<file path="config.mk">
export PLATFORM = sky130hd
export DESIGN_NAME = qsgmii_fifo_rd_arb
export DESIGN_NICKNAME = d
export VERILOG_FILES = /design/src/rtl/qsgmii_fifo_pkg.sv /design/src/rtl/qsgmii_fifo_rd_arb_skid_buf2.sv /design/src/rtl/qsgmii_fifo_rd_arb.sv
export SDC_FILE = /design/constraint.sdc
export NUM_CORES = 1
export LEC_CHECK = 0
export BUFFER_PORTS_ARGS = -buffer_cell sky130_fd_sc_hd__buf_4
export CAP_MARGIN = 40
export CORE_UTILIZATION = 57
export CTS_CLUSTER_DIAMETER = 50
export CTS_CLUSTER_SIZE = 14
export DETAILED_ROUTE_END_ITERATION = 8
export PLACE_DENSITY_LB_ADDON = 0.25
export SLEW_MARGIN = 25
export SYNTH_ARGS = -nofsm -noshare
export SYNTH_HDL_FRONTEND = slang
export SYNTH_SLANG_ARGS = --single-unit
</file>
<file path="constraint.sdc">
create_clock -name rd_clk -period 3.41 [get_ports rd_clk]
set_input_delay 0.1705 -clock rd_clk [delete_from_list [all_inputs] [get_ports rd_clk]]
set_output_delay 0.1705 -clock rd_clk [all_outputs]
set_load 0.03 [all_outputs]
</file>
<file path="src/rtl/qsgmii_fifo_pkg.sv">
// Shared types and helpers for the QSGMII FIFO read arbiter.
// Holds the arbiter state encoding and the round-robin channel picker.
package qsgmii_fifo_pkg;

  localparam int MAX_CH = 8;

  typedef enum logic {
    ST_IDLE  = 1'b0,
    ST_BURST = 1'b1
  } arb_state_t;

  // First set bit of mask at or after last+1, wrapping modulo numCh; returns last when mask is empty.
  function automatic logic [2:0] rr_next(input logic [MAX_CH-1:0] mask,
                                         input logic [2:0]        last,
                                         input int                numCh);
    logic [2:0] pick;
    logic       found;
    int         idx;
    pick  = last;
    found = 1'b0;
    for (int k = 1; k <= MAX_CH; k++) begin
      idx = (int'(last) + k) % numCh;
      if ((k <= numCh) && !found && mask[idx[2:0]]) begin
        pick  = idx[2:0];
        found = 1'b1;
      end
    end
    return pick;
  endfunction

endpackage

</file>
<file path="src/rtl/qsgmii_fifo_rd_arb_skid_buf2.sv">
// Two-entry output FIFO of the read arbiter: the head and tail are both flops,
// so the head drives the output port directly.
module qsgmii_skid_buf2 #(
  parameter int WIDTH = 4
) (
  input  logic             i_clk,
  input  logic             i_rst_n,
  input  logic             i_push,
  input  logic [WIDTH-1:0] i_pushData,
  input  logic             i_pop,
  output logic             o_valid,
  output logic [WIDTH-1:0] o_headData,
  output logic [1:0]       o_occ
);

  logic [WIDTH-1:0] r_head;
  logic [WIDTH-1:0] r_tail;
  logic [1:0]       r_occ;
  logic             w_pop;

  assign w_pop = i_pop && (r_occ != 2'd0);

  // The upstream credit check keeps a push from ever landing on a full buffer.
  always_ff @(posedge i_clk or negedge i_rst_n) begin
    if (!i_rst_n) begin
      r_head <= '0;
      r_tail <= '0;
      r_occ  <= 2'd0;
    end else begin
      case ({i_push, w_pop})
        2'b10: begin
          if (r_occ == 2'd0) r_head <= i_pushData;
          else               r_tail <= i_pushData;
          r_occ <= r_occ + 2'd1;
        end
        2'b01: begin
          r_head <= r_tail;
          r_occ  <= r_occ - 2'd1;
        end
        2'b11: begin
          if (r_occ == 2'd1) begin
            r_head <= i_pushData;
          end else begin
            r_head <= r_tail;
            r_tail <= i_pushData;
          end
        end
        default: ;
      endcase
    end
  end

  assign o_valid    = (r_occ != 2'd0);
  assign o_headData = r_head;
  assign o_occ      = r_occ;

endmodule

</file>
<file path="src/rtl/qsgmii_fifo_rd_arb.sv">
// Round-robin burst scheduler draining NUM_CH async-FIFO read ports into one
// channel-tagged ready/valid stream, with a two-entry credit-protected output buffer.
module qsgmii_fifo_rd_arb
  import qsgmii_fifo_pkg::*;
#(
  parameter int NUM_CH     = 4,
  parameter int DATA_WIDTH = 2,
  parameter int BURST_LEN  = 8,
  parameter int CH_W       = $clog2(NUM_CH)
) (
  input  logic                         rd_clk,
  input  logic                         rd_rst_n,
  input  logic [NUM_CH-1:0]            ch_en,
  input  logic [NUM_CH-1:0]            fifo_empty,
  input  logic [NUM_CH*DATA_WIDTH-1:0] fifo_rd_data,
  output logic [NUM_CH-1:0]            fifo_rd_en,
  output logic                         out_valid,
  input  logic                         out_ready,
  output logic [DATA_WIDTH-1:0]        out_data,
  output logic [CH_W-1:0]              out_ch,
  output logic                         busy
);

  localparam int CNT_W = $clog2(BURST_LEN + 1);
  localparam int BUF_W = DATA_WIDTH + CH_W;

  arb_state_t             r_state, w_stateNext;
  logic [CH_W-1:0]        r_gnt, w_gntNext;
  logic [CH_W-1:0]        r_lastGnt, w_lastGntNext;
  logic [CNT_W-1:0]       r_burstCnt, w_burstCntNext;
  logic                   r_inflight;
  logic [CH_W-1:0]        r_inflightCh;

  logic [NUM_CH-1:0]      w_eligible;
  logic [MAX_CH-1:0]      w_rrMask;
  logic [2:0]             w_rrPick;
  logic                   w_rdIssue;
  logic                   w_creditOk;
  logic                   w_pop;
  logic [1:0]             w_occ;
  logic                   w_headValid;
  logic [BUF_W-1:0]       w_headData;
  logic [DATA_WIDTH-1:0]  w_capData;
  logic [BUF_W-1:0]       w_capWord;

  assign w_eligible = ch_en & ~fifo_empty;
  assign w_rrMask   = MAX_CH'(w_eligible);
  assign w_rrPick   = rr_next(w_rrMask, 3'(r_lastGnt), NUM_CH);

  // A pop in this cycle frees the slot a new read needs; that pop is the only out_ready-dependent term.
  assign w_pop      = w_headValid && out_ready;
  assign w_creditOk = ({1'b0, w_occ} + {2'b00, r_inflight}) < (3'd2 + {2'b00, w_pop});

  always_comb begin
    w_stateNext    = r_state;
    w_gntNext      = r_gnt;
    w_lastGntNext  = r_lastGnt;
    w_burstCntNext = r_burstCnt;
    w_rdIssue      = 1'b0;
    case (r_state)
      ST_IDLE: begin
        if (|w_eligible) begin
          w_gntNext      = CH_W'(w_rrPick);
          w_burstCntNext = '0;
          w_stateNext    = ST_BURST;
        end
      end
      ST_BURST: begin
        if (!fifo_empty[r_gnt] && ch_en[r_gnt]) begin
          if (w_creditOk) begin
            w_rdIssue      = 1'b1;
            w_burstCntNext = r_burstCnt + CNT_W'(1);
            if (r_burstCnt == CNT_W'(BURST_LEN - 1)) begin
              w_stateNext   = ST_IDLE;
              w_lastGntNext = r_gnt;
            end
          end
        end else begin
          w_stateNext   = ST_IDLE;
          w_lastGntNext = r_gnt;
        end
      end
      default: w_stateNext = ST_IDLE;
    endcase
  end

  always_ff @(posedge rd_clk or negedge rd_rst_n) begin
    if (!rd_rst_n) begin
      r_state      <= ST_IDLE;
      r_gnt        <= '0;
      r_lastGnt    <= CH_W'(NUM_CH - 1);
      r_burstCnt   <= '0;
      r_inflight   <= 1'b0;
      r_inflightCh <= '0;
    end else begin
      r_state      <= w_stateNext;
      r_gnt        <= w_gntNext;
      r_lastGnt    <= w_lastGntNext;
      r_burstCnt   <= w_burstCntNext;
      r_inflight   <= w_rdIssue;
      r_inflightCh <= r_gnt;
    end
  end

  always_comb begin
    fifo_rd_en = '0;
    if (w_rdIssue) fifo_rd_en = NUM_CH'(1) << r_gnt;
  end

  // Read data appears one cycle after rd_en; pick it from the channel the read was issued to.
  always_comb begin
    w_capData = '0;
    for (int i = 0; i < NUM_CH; i++) begin
      if (r_inflightCh == CH_W'(i)) w_capData = fifo_rd_data[i*DATA_WIDTH +: DATA_WIDTH];
    end
  end

  assign w_capWord = {r_inflightCh, w_capData};

  qsgmii_skid_buf2 #(
    .WIDTH(BUF_W)
  ) u_outBuf (
    .i_clk      (rd_clk),
    .i_rst_n    (rd_rst_n),
    .i_push     (r_inflight),
    .i_pushData (w_capWord),
    .i_pop      (w_pop),
    .o_valid    (w_headValid),
    .o_headData (w_headData),
    .o_occ      (w_occ)
  );

  assign out_valid = w_headValid;
  assign out_data  = w_headData[DATA_WIDTH-1:0];
  assign out_ch    = w_headData[DATA_WIDTH +: CH_W];
  assign busy      = (r_state == ST_BURST) || (w_occ != 2'd0);

endmodule

</file>
* Word-level counts from Yosys, hierarchy flattened
Cells that the tools add are included.
W data, S select, Z words.
** Cells by class
- Shift-type cells :: 1
- $lt $le $gt $ge :: 6
- Bitwise gates (word level) :: 7
- Eq/ne operators :: 16
- Reduce and logical (&&, ||, !) cells :: 27
- Add/sub/neg operators :: 9
- Muxes and demuxes :: 46
** Operators with widths (count)
- $mux W4 :: 8
- $mux W2 :: 11
- $lt A3 B4 Y1 const B :: 4
- $mux W1 :: 16
- $pmux W4 S2 :: 2
- $bmux W1 S3 :: 4
- $pmux W4 S3 :: 1
- $reduce_and A3 Y1 :: 3
- $eq A2 B2 Y1 const B :: 4
- $ne A2 B1 Y1 const B :: 4
- $ne A2 B2 Y1 const B :: 4
- $reduce_or A2 Y1 :: 4
- $add A2 B1 Y2 const B :: 3
- $eq A2 B1 Y1 const B :: 3
- $logic_and A1 B1 Y1 :: 6
- $reduce_bool A2 Y1 :: 3
- $add A2 B2 Y2 const B :: 2
- $add A4 B1 Y4 const B :: 1
- $and A1 B1 Y1 const A :: 4
- $and A4 B4 Y4 :: 1
- $bmux W1 S2 :: 2
- $eq A4 B3 Y1 const B :: 1
- $logic_not A1 Y1 :: 4
- $logic_not A2 Y1 :: 2
- 14 further kinds :: 15
** Word-level totals
- Logic and storage cells :: 121
- Output and inout port bits :: 10
- Register bits after elaboration :: 22

* Longest topological paths before layout
- Depth after elaboration :: 15
- Gate-level depth with buffers :: 9
- Mapped depth without buffers :: 9

* Modules after synthesis
From an unflattened synthesis, not the netlist that was laid out.
** Unflattened totals
- Cells, all modules :: 125
- Area, all modules :: 1340.0 µm²
** By module, submodules not included
- qsgmii_fifo_rd_arb :: instances 1, area an instance 838.3 µm², cells each 77
- qsgmii_skid_buf2 :: instances 1, area an instance 501.7 µm², cells each 48

* Least setup slack after synthesis
Ideal clock, no wire load.
- Kind :: flip-flop to output port
- Start point :: register r_inflight
- End point :: output fifo_rd_en[0]
- Stages on the path, launching flop included :: 5
- Path slack :: 0.885 ns
- Buffers on the path :: 0
- Arrival :: 2.355 ns
- Required time :: 3.239 ns
- Path through :: dfrtp_1 ha_1 or3b_1 a211o_1 nor4_1
** Between the ends
- Cells in the longest elaborated chain, start to end :: 6
** Ends and longest elaborated chain
- start: declaration :: line qsgmii_fifo_rd_arb.sv:31 : logic r_inflight;
- start signal: assignment :: line qsgmii_fifo_rd_arb.sv:100 : r_inflight <= w_rdIssue;
- $add A2 B1 Y3 :: line qsgmii_fifo_rd_arb.sv:52 : assign w_creditOk = ({1'b0, w_occ} + {2'b00, r_inflight}) < (3'd2 + {2'b00, w_pop});
- $lt A3 B3 Y1 :: line qsgmii_fifo_rd_arb.sv:52
- $mux W1 :: line qsgmii_fifo_rd_arb.sv:70 : if (w_creditOk) begin
- $mux W1 :: line qsgmii_fifo_rd_arb.sv:69 : if (!fifo_empty[r_gnt] && ch_en[r_gnt]) begin
- $mux W1 :: line qsgmii_fifo_rd_arb.sv:60 : case (r_state)
- $mux W4 :: line qsgmii_fifo_rd_arb.sv:107 : if (w_rdIssue) fifo_rd_en = NUM_CH'(1) << r_gnt;
- end: declaration :: line qsgmii_fifo_rd_arb.sv:16 : output logic [NUM_CH-1:0] fifo_rd_en,
No other way between the ends.

* Worst setup path in the final report
- Start point :: register u_outBuf.r_occ[0], in the netlist u_outBuf.o_occ[0]
- End point :: output fifo_rd_en[2]
** Between the ends
- Cells in the longest elaborated chain, start to end :: 8
- Elaborated cells on any way between the ends :: 9
- Those cells by class :: add/sub: 2; order compare: 1; mux: 4; reduce/logical: 2
** Ends and longest elaborated chain
- start: declaration :: line qsgmii_fifo_rd_arb_skid_buf2.sv:18 : logic [1:0] r_occ;
- start signal: assignment :: line qsgmii_fifo_rd_arb_skid_buf2.sv:34 : r_occ <= r_occ + 2'd1;
- start signal: assignment :: line qsgmii_fifo_rd_arb_skid_buf2.sv:38 : r_occ <= r_occ - 2'd1;
- $reduce_bool A2 Y1 :: line qsgmii_fifo_rd_arb_skid_buf2.sv:53 : assign o_valid = (r_occ != 2'd0);
- $logic_and A1 B1 Y1 :: line qsgmii_fifo_rd_arb.sv:51 : assign w_pop = w_headValid && out_ready;
- $add A2 B1 Y3 :: line qsgmii_fifo_rd_arb.sv:52
- $lt A3 B3 Y1 * :: line qsgmii_fifo_rd_arb.sv:52
- $mux W1 * :: line qsgmii_fifo_rd_arb.sv:70
- $mux W1 * :: line qsgmii_fifo_rd_arb.sv:69
- $mux W1 * :: line qsgmii_fifo_rd_arb.sv:60
- named net w_rdIssue :: line qsgmii_fifo_rd_arb.sv:37 : logic w_rdIssue;
- $mux W4 * :: line qsgmii_fifo_rd_arb.sv:107
Mark *: on every way through the listed nets, which the timed path passes. The rest lies on a longest branch.

==> impl_metrics.json <==
{
  "setup_viol": 0,
  "yosysSeqAreaShare_pct": 42.1,
  "crit_path_max_incr_delay_ns": 0.43,
  "port_buffers": 28,
  "rr_startpoint": "u_outBuf.o_occ[0]",
  "fmax_mhz": 388,
  "drv_cap": 0,
  "ys_ff_latch": 22,
  "nNetsFinal": 187,
  "ff2ff_setup_slack_ns": 1.21,
  "syn_nets": 155,
  "start_util_pct": 59.9,
  "numCtsBuffers": 3,
  "layout_common_cells": "buf_4, dfrtp_1, nand2_1",
  "synth.cell_area_sq_um": 1310,
  "yosysWarnings": 0,
  "worstHoldPathType": "input port to asynchronous set/reset pin",
  "die_h_um": 50.0,
  "cp.arrival_ns": 2.41,
  "die-area_sq_um": 2500,
  "vias_per_cell": 5.63,
  "startpoint_type": "flip-flop",
  "final_area_sq_um": 1610,
  "io_pins": 29,
  "power_density_nw_per_um2": 828,
  "grt_max_degree": 23,
  "overflow": 0,
  "drt_iter0_drc": 18,
  "std_cell_rows": 17,
  "antenna_found_initial": 0,
  "path_max_fanout": 10,
  "fin_tns_setup_ns": 0,
  "critPathKind": "flip-flop to output port",
  "syn_inst": 128,
  "placed_area_sq_um": 1540,
  "cts_resized": 0,
  "dr_total_vias": 1053,
  "synth_top_area_cell": "dfrtp_1",
  "clk_latency_ns": 0.31,
  "crit_start": "u_outBuf.o_occ[0]",
  "drc": 0,
  "reg2reg_to": "u_outBuf.r_tail[3]",
  "required_ns": 3.24,
  "grt_pass1_vias": 1118,
  "nFillCells": 156,
  "cts-root-buf": "clkbuf_4",
  "cts_sinks": 22,
  "synthTopCellsByArea": "dfrtp_1, ha_1, mux4_2, nand2_1, dfstp_2",
  "gp_congestion": 0.864,
  "grt_first_pass_wirelength_mm": 4.75,
  "clock_skew_ns": 0.00735,
  "avgSynthCellArea_sq_um": 10.3,
  "die_x_um": 50.0,
  "holdWs_ns": 0.266,
  "grtUsageTotal_pct": 25.4,
  "diodes": 0,
  "finalHoldViolCount": 0,
  "timing.slew.headroom_pct": 67.2,
  "cts_max_path_buffers": 2,
  "cts_tree": "done",
  "cts_htree_levels": 1,
  "dp_hpwl_mm": 2.04,
  "drive_above_1_share_pct": 28.9,
  "routed_wl_mm": 2.66,
  "outcome": "completed",
  "final_common_cell": "buf_4",
  "ir_drop_mv": 0.603,
  "crit_path_top_delay_cell": "dfrtp_1",
  "drtAntennaViolNets": 0,
  "wl_per_cell_um": 14.2,
  "drtPass1Iterations": 4,
  "core_region_area_sq_um": 2190,
  "fin_crit_sh_pct": 75.6,
  "p_leak_uw": 0.000756,
  "path_cells": "inv_1 > ha_1 > or3b_1 > a211o_1 > nor2_4 > nand2_1 > nor2_1 > buf_4",
  "area_growth_pct": 22.3,
  "endpoint": "fifo_rd_en[2]",
  "grt_setup_unrepaired": "false",
  "synth_top_area_share_pct": 38.1,
  "finalMaxSlewViolations": 0,
  "fin_crit_ns": 2.58,
  "r2r_cells": 8,
  "worst_pin_slew_ns": 0.491,
  "cp-end-kind": "output port",
  "yosysUniqueCellTypes": 39,
  "clkSlewWorstSetupHoldPaths_ns": 0.13
}
synthesized netlist by cell type (all sizes together):
cell type,instances
a211oi,1
a22oi,4
ha,8
nor2,7
mux4,3
nand4,1
dfrtp,20
nand2b,3
nor3,2
nor2b,5
a211o,1
clkbuf,1
and2b,1
xnor2,2
inv,7
and3,1
o22ai,3
dfstp,2
or2,1
or3b,1
a31oi,1
a21oi,5
nand2,17
mux2i,3
mux2,6
o21a,1
a32o,1
a21o,1
nand3b,2
o211ai,1
a2bb2oi,2
o21ai,10
buf,1
or2b,2
nor4,1
state kept, by name, summed over array words and instances (netlist names):
signal,cells
u_outBuf.o_headData,4
r_gnt,2
r_burstCnt,4
r_inflight,1
u_outBuf.r_tail,4
u_outBuf.o_occ,2
r_state,1
r_inflightCh,2
r_lastGnt,2
cells by family after synthesis:
group	synth area share (%)
compound gates	15.3
flops	42.1
mux	12.6
fa+ha+maj	7.63
simple gates	17.9
buf+inv	3.15
xor+xnor	1.33
per-stage QoR:
step	std cells	setup slack [ns]	util [%]	power [uW]
5_1_grt	187	0.672	73.3	1430
6_report	187	0.833	73.3	1330
3_3_place_gp	182	1.27	70.4	1100
4_1_cts	187	0.820	73.3	1330
2_1_floorplan	128	0.885	-	954
3_5_place_dp	182	1.20	70.4	1130
metal layers:
layer	routed length, um	track usage [%]
met1	1080	28.1
met5	0	0
met3	103	6.17
met4	16	8.57
met2	1450	46.4
worst max-delay path: cells and delay by family, from the launching register on:
| family | cells | cell delay [ns] |
|---|---|---|
| buf+inv | 2 | 0.24 |
| fa+ha+maj | 1 | 0.25 |
| flops | 1 | 0.43 |
| compound gates | 1 | 0.36 |
| simple gates | 4 | 0.82 |
final cells by class:
cell class | count | area [sq um] | area share (%)
sequential | 22 | 553 | 34.5
tap | 28 | 35.0 | 2.18
multi-input combinational | 97 | 718 | 44.7
inverter | 7 | 26.3 | 1.64
clock inverter | 1 | 30.0 | 1.87
timing repair buffer | 29 | 220 | 13.7
clock buffer | 3 | 22.5 | 1.40
repair_timing:
action,CTS,global route
hold endpoints to repair,22,0
hold buffers,1,0
setup buffers,0,0
where the power goes:
group	leakage, uW	internal, uW	switching, uW	total, uW
logic	0.000454	291	328	620
clock network	0.0000279	119	81.1	200
registers	0.000274	382	128	509
total	0.000756	792	537	1330
worst min path at each step:
stage                     startpoint                endpoint  slack (ns)  cells past startpoint
after floorplan             rd_rst_n           r_burstCnt[0]       -0.13                      0
after global placement      rd_rst_n       u_outBuf.o_occ[1]        0.07                      1
after detailed placement    rd_rst_n       u_outBuf.o_occ[1]        0.07                      1
after CTS                   rd_rst_n       u_outBuf.o_occ[1]        0.27                      2
after global routing        rd_rst_n  u_outBuf.o_headData[3]        0.29                      2
final                       rd_rst_n      u_outBuf.r_tail[0]        0.27                      2
(Power assumes the default switching activity.)
